===== src/rtl/circuito_exp6_pkg.sv =====
// rtl/circuito_exp6_pkg.sv - shared state codes and constants for the memory game
package circuito_exp6_pkg;

   typedef enum logic [3:0] {
      ST_INICIAL        = 4'h0,
      ST_PREPARACAO     = 4'h1,
      ST_EXIBE          = 4'h2,
      ST_ESPERA         = 4'h3,
      ST_REGISTRA       = 4'h4,
      ST_COMPARA        = 4'h5,
      ST_ESPERA_NOVA    = 4'h6,
      ST_ESCREVE        = 4'h7,
      ST_PROXIMA_RODADA = 4'h8,
      ST_FIM_ACERTO     = 4'hA,
      ST_FIM_TIMEOUT    = 4'hD,
      ST_FIM_ERRO       = 4'hE
   } estado_t;

   localparam int         SHOW_CYCLES_DEF    = 2000;
   localparam int         TIMEOUT_CYCLES_DEF = 5000;
   localparam logic [3:0] LIMIT_DEMO         = 4'd3;
   localparam logic [3:0] LIMIT_FULL         = 4'd15;
   localparam logic [3:0] RAM0_INIT          = 4'b0001;

   function automatic logic [1:0] botao_idx(input logic [3:0] b);
      case (b)
         4'b0010: botao_idx = 2'd1;
         4'b0100: botao_idx = 2'd2;
         4'b1000: botao_idx = 2'd3;
         default: botao_idx = 2'd0;
      endcase
   endfunction

endpackage


===== src/rtl/circuito_exp6_if.sv =====
// rtl/circuito_exp6_if.sv - board-side buttons, switches, LEDs and debug displays
interface circuito_exp6_if;
   logic       jogar;
   logic [3:0] botoes;
   logic [1:0] configuracao;
   logic       ganhou;
   logic       perdeu;
   logic       pronto;
   logic       timeout;
   logic [2:0] leds;
   logic       db_igual;
   logic [6:0] db_contagem;
   logic [6:0] db_memoria;
   logic [6:0] db_estado;
   logic [6:0] db_jogadafeita;
   logic       db_clock;
   logic       db_iniciar;
   logic       db_tem_jogada;
   logic       db_timeout;
   logic       db_fimRodada;
   logic       db_zeraCL;

   modport master (
      output jogar, botoes, configuracao,
      input  ganhou, perdeu, pronto, timeout, leds, db_igual,
             db_contagem, db_memoria, db_estado, db_jogadafeita,
             db_clock, db_iniciar, db_tem_jogada, db_timeout, db_fimRodada, db_zeraCL
   );

   modport slave (
      input  jogar, botoes, configuracao,
      output ganhou, perdeu, pronto, timeout, leds, db_igual,
             db_contagem, db_memoria, db_estado, db_jogadafeita,
             db_clock, db_iniciar, db_tem_jogada, db_timeout, db_fimRodada, db_zeraCL
   );
endinterface


===== src/rtl/circuito_exp6_hexa7seg.sv =====
// rtl/circuito_exp6_hexa7seg.sv - hex digit to active-low gfedcba seven-segment pattern
module hexa7seg (
   input  logic [3:0] hexa,
   output logic [6:0] sseg
);
   always_comb begin
      sseg = 7'b1111111;
      case (hexa)
         4'h0: sseg = 7'b1000000;
         4'h1: sseg = 7'b1111001;
         4'h2: sseg = 7'b0100100;
         4'h3: sseg = 7'b0110000;
         4'h4: sseg = 7'b0011001;
         4'h5: sseg = 7'b0010010;
         4'h6: sseg = 7'b0000010;
         4'h7: sseg = 7'b1111000;
         4'h8: sseg = 7'b0000000;
         4'h9: sseg = 7'b0010000;
         4'hA: sseg = 7'b0001000;
         4'hB: sseg = 7'b0000011;
         4'hC: sseg = 7'b1000110;
         4'hD: sseg = 7'b0100001;
         4'hE: sseg = 7'b0000110;
         4'hF: sseg = 7'b0001110;
         default: sseg = 7'b1111111;
      endcase
   end
endmodule


===== src/rtl/circuito_exp6_top.sv =====
// rtl/circuito_exp6_top.sv - memory-sequence game: FSM, sequence RAM, counters, timers, debug
module circuito_exp6_top
   import circuito_exp6_pkg::*;
#(
   parameter int SHOW_CYCLES    = SHOW_CYCLES_DEF,
   parameter int TIMEOUT_CYCLES = TIMEOUT_CYCLES_DEF
) (
   input  logic           clock,
   input  logic           reset,
   circuito_exp6_if.slave io
);
   localparam int TMR_W = 16;

   estado_t          state_q, state_d;
   logic [TMR_W-1:0] tmr_q, tmr_d;
   logic [3:0]       addr_q, addr_d;
   logic [3:0]       limit_q, limit_d;
   logic [3:0]       jogada_q, jogada_d;
   logic             modo_q, modo_d;
   logic             tmo_en_q, tmo_en_d;
   logic             tem_q;

   logic [3:0] ram_mem [16];
   logic [3:0] ram_out;
   logic [3:0] limit_final;
   logic       tem_jogada, jog_edge, igual, show_done, tmo_hit, esperando;

   assign tem_jogada  = |io.botoes;
   assign jog_edge    = tem_jogada & ~tem_q;
   // Address 0 is never written, so its power-up word is a constant.
   assign ram_out     = (addr_q == 4'd0) ? RAM0_INIT : ram_mem[addr_q];
   assign igual       = (jogada_q == ram_out);
   assign limit_final = modo_q ? LIMIT_DEMO : LIMIT_FULL;
   assign esperando   = (state_q == ST_ESPERA) || (state_q == ST_ESPERA_NOVA);
   assign show_done   = (tmr_q == TMR_W'(SHOW_CYCLES - 1));
   assign tmo_hit     = tmo_en_q && esperando && !jog_edge &&
                        (tmr_q == TMR_W'(TIMEOUT_CYCLES - 1));

   always_comb begin
      state_d  = state_q;
      addr_d   = addr_q;
      limit_d  = limit_q;
      jogada_d = jogada_q;
      modo_d   = modo_q;
      tmo_en_d = tmo_en_q;
      case (state_q)
         ST_INICIAL: if (io.jogar) state_d = ST_PREPARACAO;
         ST_PREPARACAO: begin
            modo_d   = io.configuracao[0];
            tmo_en_d = io.configuracao[1];
            addr_d   = 4'd0;
            limit_d  = 4'd0;
            state_d  = ST_EXIBE;
         end
         ST_EXIBE: if (show_done) state_d = ST_ESPERA;
         ST_ESPERA, ST_ESPERA_NOVA: begin
            if (jog_edge) begin
               jogada_d = io.botoes;
               state_d  = (state_q == ST_ESPERA) ? ST_REGISTRA : ST_ESCREVE;
            end else if (tmo_hit) begin
               state_d = ST_FIM_TIMEOUT;
            end
         end
         ST_REGISTRA: state_d = ST_COMPARA;
         ST_COMPARA: begin
            if (!igual) begin
               state_d = ST_FIM_ERRO;
            end else if (addr_q < limit_q) begin
               addr_d  = addr_q + 4'd1;
               state_d = ST_ESPERA;
            end else if (limit_q == limit_final) begin
               state_d = ST_FIM_ACERTO;
            end else begin
               state_d = ST_ESPERA_NOVA;
            end
         end
         ST_ESCREVE: state_d = ST_PROXIMA_RODADA;
         ST_PROXIMA_RODADA: begin
            limit_d = limit_q + 4'd1;
            addr_d  = 4'd0;
            state_d = ST_ESPERA;
         end
         ST_FIM_ACERTO, ST_FIM_ERRO, ST_FIM_TIMEOUT:
            if (io.jogar) state_d = ST_PREPARACAO;
         default: state_d = ST_INICIAL;
      endcase

      // One timer serves both the display window and the play timeout; any state change clears it.
      tmr_d = '0;
      if ((state_d == state_q) && ((state_q == ST_EXIBE) || esperando))
         tmr_d = tmr_q + TMR_W'(1);
   end

   always_ff @(posedge clock or posedge reset) begin
      if (reset) begin
         state_q  <= ST_INICIAL;
         tmr_q    <= '0;
         addr_q   <= 4'd0;
         limit_q  <= 4'd0;
         jogada_q <= 4'd0;
         modo_q   <= 1'b0;
         tmo_en_q <= 1'b0;
         tem_q    <= 1'b0;
      end else begin
         state_q  <= state_d;
         tmr_q    <= tmr_d;
         addr_q   <= addr_d;
         limit_q  <= limit_d;
         jogada_q <= jogada_d;
         modo_q   <= modo_d;
         tmo_en_q <= tmo_en_d;
         tem_q    <= tem_jogada;
      end
   end

   always_ff @(posedge clock) begin
      if (state_q == ST_ESCREVE) ram_mem[limit_q + 4'd1] <= jogada_q;
   end

   assign io.ganhou        = (state_q == ST_FIM_ACERTO);
   assign io.perdeu        = (state_q == ST_FIM_ERRO) || (state_q == ST_FIM_TIMEOUT);
   assign io.timeout       = (state_q == ST_FIM_TIMEOUT);
   assign io.pronto        = io.ganhou || io.perdeu;
   assign io.leds          = (state_q == ST_EXIBE) ? {1'b1, botao_idx(ram_out)} : 3'b000;
   assign io.db_igual      = igual;
   assign io.db_clock      = clock;
   assign io.db_iniciar    = io.jogar;
   assign io.db_tem_jogada = tem_jogada;
   assign io.db_timeout    = tmo_hit;
   assign io.db_fimRodada  = (state_q == ST_COMPARA) && (addr_q == limit_q);
   assign io.db_zeraCL     = (state_q == ST_PREPARACAO);

   hexa7seg u_hex_contagem (.hexa(addr_q),   .sseg(io.db_contagem));
   hexa7seg u_hex_memoria  (.hexa(ram_out),  .sseg(io.db_memoria));
   hexa7seg u_hex_estado   (.hexa(state_q),  .sseg(io.db_estado));
   hexa7seg u_hex_jogada   (.hexa(jogada_q), .sseg(io.db_jogadafeita));
endmodule


===== src/flat_wrapper.sv =====
// flat-port wrapper written by rule: the top's interface ports become plain ports
module circuito_exp6_top_flat import circuito_exp6_pkg::*;
#(
   parameter int SHOW_CYCLES    = SHOW_CYCLES_DEF,
   parameter int TIMEOUT_CYCLES = TIMEOUT_CYCLES_DEF
)
  (clock, reset, io_jogar, io_botoes, io_configuracao, io_ganhou, io_perdeu, io_pronto, io_timeout, io_leds, io_db_igual, io_db_contagem, io_db_memoria, io_db_estado, io_db_jogadafeita, io_db_clock, io_db_iniciar, io_db_tem_jogada, io_db_timeout, io_db_fimRodada, io_db_zeraCL);
  circuito_exp6_if io_i ();
  input  logic clock;
  input  logic reset;
  input wire logic [$bits(io_i.jogar)-1:0] io_jogar;
  input wire logic [$bits(io_i.botoes)-1:0] io_botoes;
  input wire logic [$bits(io_i.configuracao)-1:0] io_configuracao;
  output wire logic [$bits(io_i.ganhou)-1:0] io_ganhou;
  output wire logic [$bits(io_i.perdeu)-1:0] io_perdeu;
  output wire logic [$bits(io_i.pronto)-1:0] io_pronto;
  output wire logic [$bits(io_i.timeout)-1:0] io_timeout;
  output wire logic [$bits(io_i.leds)-1:0] io_leds;
  output wire logic [$bits(io_i.db_igual)-1:0] io_db_igual;
  output wire logic [$bits(io_i.db_contagem)-1:0] io_db_contagem;
  output wire logic [$bits(io_i.db_memoria)-1:0] io_db_memoria;
  output wire logic [$bits(io_i.db_estado)-1:0] io_db_estado;
  output wire logic [$bits(io_i.db_jogadafeita)-1:0] io_db_jogadafeita;
  output wire logic [$bits(io_i.db_clock)-1:0] io_db_clock;
  output wire logic [$bits(io_i.db_iniciar)-1:0] io_db_iniciar;
  output wire logic [$bits(io_i.db_tem_jogada)-1:0] io_db_tem_jogada;
  output wire logic [$bits(io_i.db_timeout)-1:0] io_db_timeout;
  output wire logic [$bits(io_i.db_fimRodada)-1:0] io_db_fimRodada;
  output wire logic [$bits(io_i.db_zeraCL)-1:0] io_db_zeraCL;
  assign io_i.jogar = io_jogar;
  assign io_i.botoes = io_botoes;
  assign io_i.configuracao = io_configuracao;
  assign io_ganhou = io_i.ganhou;
  assign io_perdeu = io_i.perdeu;
  assign io_pronto = io_i.pronto;
  assign io_timeout = io_i.timeout;
  assign io_leds = io_i.leds;
  assign io_db_igual = io_i.db_igual;
  assign io_db_contagem = io_i.db_contagem;
  assign io_db_memoria = io_i.db_memoria;
  assign io_db_estado = io_i.db_estado;
  assign io_db_jogadafeita = io_i.db_jogadafeita;
  assign io_db_clock = io_i.db_clock;
  assign io_db_iniciar = io_i.db_iniciar;
  assign io_db_tem_jogada = io_i.db_tem_jogada;
  assign io_db_timeout = io_i.db_timeout;
  assign io_db_fimRodada = io_i.db_fimRodada;
  assign io_db_zeraCL = io_i.db_zeraCL;
  circuito_exp6_top #(.SHOW_CYCLES(SHOW_CYCLES), .TIMEOUT_CYCLES(TIMEOUT_CYCLES)) u_core (.clock(clock), .reset(reset), .io(io_i));
endmodule

===== config.mk =====
export PLATFORM = sky130hd
export DESIGN_NAME = circuito_exp6_top_flat
export DESIGN_NICKNAME = d
export VERILOG_FILES = /design/src/rtl/circuito_exp6_pkg.sv /design/src/rtl/circuito_exp6_if.sv /design/src/rtl/circuito_exp6_hexa7seg.sv /design/src/rtl/circuito_exp6_top.sv /design/src/flat_wrapper.sv
export SDC_FILE = /design/constraint.sdc
export NUM_CORES = 1
export LEC_CHECK = 0
export BUFFER_PORTS_ARGS = -buffer_cell sky130_fd_sc_hd__clkbuf_2
export CAP_MARGIN = 25
export CORE_ASPECT_RATIO = 0.9
export CORE_MARGIN = 4
export CORE_UTILIZATION = 30
export DETAILED_ROUTE_END_ITERATION = 12
export HOLD_SLACK_MARGIN = 0.02
export PLACE_DENSITY = 0.43
export SLEW_MARGIN = 20
export SYNTH_ARGS = -nofsm -noshare
export SYNTH_HDL_FRONTEND = slang
export SYNTH_SLANG_ARGS = --single-unit

===== constraint.sdc =====
create_clock -name clock -period 4 [get_ports clock]
set_clock_uncertainty 0.2 [all_clocks]
set_input_delay 0.8 -clock clock [delete_from_list [all_inputs] [get_ports clock]]
set_output_delay 0.8 -clock clock [all_outputs]
set_load 0.01 [all_outputs]

==> impl_metrics.csv <==
group,metric,value,unit
run_status,status,"finished, final reports clean",
synth,syn_area,0.00613,mm²
cells_and_area,drive_above_1_share,0.289,
global_routing,grt_max_degree,36,
timing,hold_viol,0,
global_routing,grtUsageMet2,0.236,
cells_and_area,final_common_cell,"edfxtp_1",
floorplanning,core_area,0.0200,mm²
timing,finalSetupTns,0,ps
timing,fin_crit,3980,ps
place,placed_area,0.00681,mm²
synth,ys_types,74,
timing,maxSlewHeadroom,0.449,
floorplanning,fp.dieW,159,µm
clock_network,cts_buffers,9,
timing,fmax,251,MHz
floorplanning,dieArea,0.0228,mm²
place,dp_hpwl,12800,µm
timing,setup_violations,0,
hold_path,hold_class,"flip-flop to flip-flop",
clock_network,h-tree-depth,3,
power,pwr_density_cell,497,mW/mm²
setup_path,path_cells,"buf_6, mux4_2, mux2_4, nand2_2, or3b_4, nand2_4, mux2_4, mux2_4, buf_6",
clock_network,clk_pin_slew,70,ps
synth,synth-async-reset-ratio,0.354,
timing,drv_slew,0,
cells_and_area,final_cell_mix,"edfxtp_1, nor2_1, clkbuf_2",
route,final_antenna_net_count,0,
setup_path,path_buf_inv,2,
synth,synth_top_flop_cell,"edfxtp_1",
job,drv_cap,0,
timing,period_share,0.995,
global_routing,overflow,0,
clock_network,cts_max_path_buffers,2,
setup_path,crit_arrival,2980,ps
global_routing,antenna_found_initial,0,
place,dp.cells,870,
cells_and_area,nets,679,
synth,synth_edf_count,64,
route,firstDrtPassIters,5,
synth,yosys_warnings,0,
setup_path,path_class,"flip-flop to output port",
setup_path,cpMaxStageDelayCell,"mux4_2",
timing,rsz0062_at_grt,"yes",
global_routing,use_met3,0.0271,
clock_network,clk_latency,350,ps
synth,ys_ff_latch,99,
place,io_buffers,50,
place,place_congestion,0.868,
route,vias,4721,
global_routing,first_global_vias,4635,
cells_and_area,syn2layout_area_growth,19.7,%
synth,synth-seq-area-share,0.456,
clock_network,cts_tree,"built",
floorplanning,die_h,144,µm
synth,synth.net_count,603,
floorplanning,num_rows,49,
power,power,3.65,mW
floorplanning,initial_core_util,0.306,
setup_path,endpoint_kind,"output port",
floorplanning,io_pins,51,
setup_path,max_stage_delay,490,ps
setup_path,crit_family,"multiplexers",
global_routing,grt-busiest-layer,"met2",
cells_and_area,n_antenna_cell,0,
synth,synth_cells,560,
global_routing,use_met1,0.221,
route,drt-total-wl,17100,µm
cells_and_area,final_area,0.00734,mm²
clock_network,cts-root-buf,"clkbuf_16",
cells_and_area,final_cell_count_no_fill,896,
timing,holdWs,286,ps
setup_path,cp.required,3000,ps
global_routing,grt_usage,0.154,
setup_path,critPathLaunchType,"flip-flop",
setup_path,cp_common_cell,"mux2_4",
power,ir_drop,0.185,mV
route,drcViolationCount,0,
synth,avgSynthCellArea,10.9,µm²
route,wire_per_inst,19.1,µm
clock_network,postCtsHoldBufs,0,
route,drtIter0Drc,330,
global_routing,grt_pass1_wl,26800,µm
setup_path,cp_max_fo,5,
timing,tightest_slew,826,ps
power,leakage,2.77,nW
route,via_per_inst,5.27,
==> logic make-up after synthesis <==
kind of cell    synth area share
xor+xnor                  0.0286
fa+ha+maj                 0.0694
simple gates               0.182
mux                        0.106
flops                      0.456
compound gates             0.114
buf+inv                   0.0435
==> worst paths after layout <==
path,to,slack (ps),from,depth (start not counted)
min,u_core.tmr_q[0],290,u_core.tmr_q[0],1
max in group asynchronous,u_core.addr_q[1],2860,reset,3
max reg2reg,u_core.tmr_q[1],450,u_core.state_q[1],8
min reg2reg,u_core.tmr_q[0],290,u_core.tmr_q[0],1
max,io_db_memoria[3],20,u_core.addr_q[0],9
min in group asynchronous,u_core.tmo_en_q,330,reset,3
==> per-stage QoR <==
step / utilization / setup slack [ps]
2_1_floorplan: - / 290
3_3_place_gp: 0.339 / 168
3_5_place_dp: 0.339 / 108
4_1_cts: 0.356 / -46.3
5_1_grt: 0.366 / -58.2
6_report: 0.366 / 20.9
==> power by group <==
part           switching (mW)  internal (mW)  total (mW)
sequential              0.159           1.25        1.41
clock                   0.405          0.453       0.858
combinational           0.855          0.524        1.38
==> layout make-up <==
| cell class | instances | area, µm² |
|---|---|---|
| clock buffer | 13 | 251 |
| clock inverter | 4 | 31.3 |
| fill | 2012 | 12700 |
| inverter | 28 | 113 |
| multi-input combinational | 404 | 3200 |
| sequential | 99 | 2800 |
| tap | 255 | 319 |
| timing repair buffer | 93 | 617 |
==> sequential cells by signal, summed over array words and instances, names as in the netlist <==
register / count
u_core.addr_q: 4
u_core.jogada_q: 4
u_core.limit_q: 4
u_core.modo_q: 1
u_core.ram_mem: 64
u_core.state_q: 4
u_core.tem_q: 1
u_core.tmo_en_q: 1
u_core.tmr_q: 16
==> Yosys cell counts (all sizes together) (2+ instances only) <==
| cell | number | area (µm²) |
|---|---|---|
| o21ai | 23 | 115 |
| a22o | 6 | 52.6 |
| xor2 | 4 | 35.0 |
| or2 | 3 | 18.8 |
| a21boi | 5 | 37.5 |
| nand2b | 6 | 37.5 |
| o32ai | 3 | 26.3 |
| a221oi | 3 | 32.5 |
| o21a | 3 | 22.5 |
| a211o | 2 | 17.5 |
| mux2 | 16 | 188 |
| o211ai | 2 | 15.0 |
| and2 | 3 | 18.8 |
| nor3 | 10 | 50.1 |
| a2111oi | 3 | 26.3 |
| nand4 | 5 | 31.3 |
| nor2 | 53 | 199 |
| or4 | 3 | 22.5 |
| a211oi | 2 | 15.0 |
| ha | 34 | 425 |
| xnor2 | 16 | 140 |
| nand3 | 18 | 90.1 |
| a32oi | 2 | 25.0 |
| o31ai | 3 | 22.5 |
| and3 | 5 | 31.3 |
| o2bb2ai | 2 | 17.5 |
| nor4bb | 3 | 30.0 |
| nor4 | 24 | 221 |
| inv | 28 | 105 |
| a31oi | 5 | 31.3 |
| nand2 | 45 | 169 |
| buf | 14 | 105 |
| clkbuf | 15 | 56.3 |
| mux4 | 9 | 210 |
| a31o | 2 | 17.5 |
| mux2i | 25 | 254 |
| a21oi | 18 | 90.1 |
| dfrtp | 35 | 876 |
| or3 | 3 | 23.8 |
| edfxtp | 64 | 1920 |
| nand3b | 4 | 30.0 |
| nor2b | 8 | 50.1 |
| or3b | 5 | 43.8 |
==> metal layers <==
| layer | routed length (µm) | share of wire | vias up |
|---|---|---|---|
| met5 | 0 | 0 | - |
| met4 | 339 | 0.020 | 0 |
| met3 | 729 | 0.043 | 22 |
| met2 | 7770 | 0.45 | 141 |
| met1 | 8300 | 0.48 | 2326 |
| li1 | - | - | 2232 |
==> what timing repair did <==
| action | in CTS | in global routing |
|---|---|---|
| setup buffers | 4 | 6 |
| setup endpoints to repair | 10 | 10 |
| resized for setup | 15 | 37 |
| pin swaps | 1 | 5 |
No activity file was read; power rests on OpenSTA's default activity.
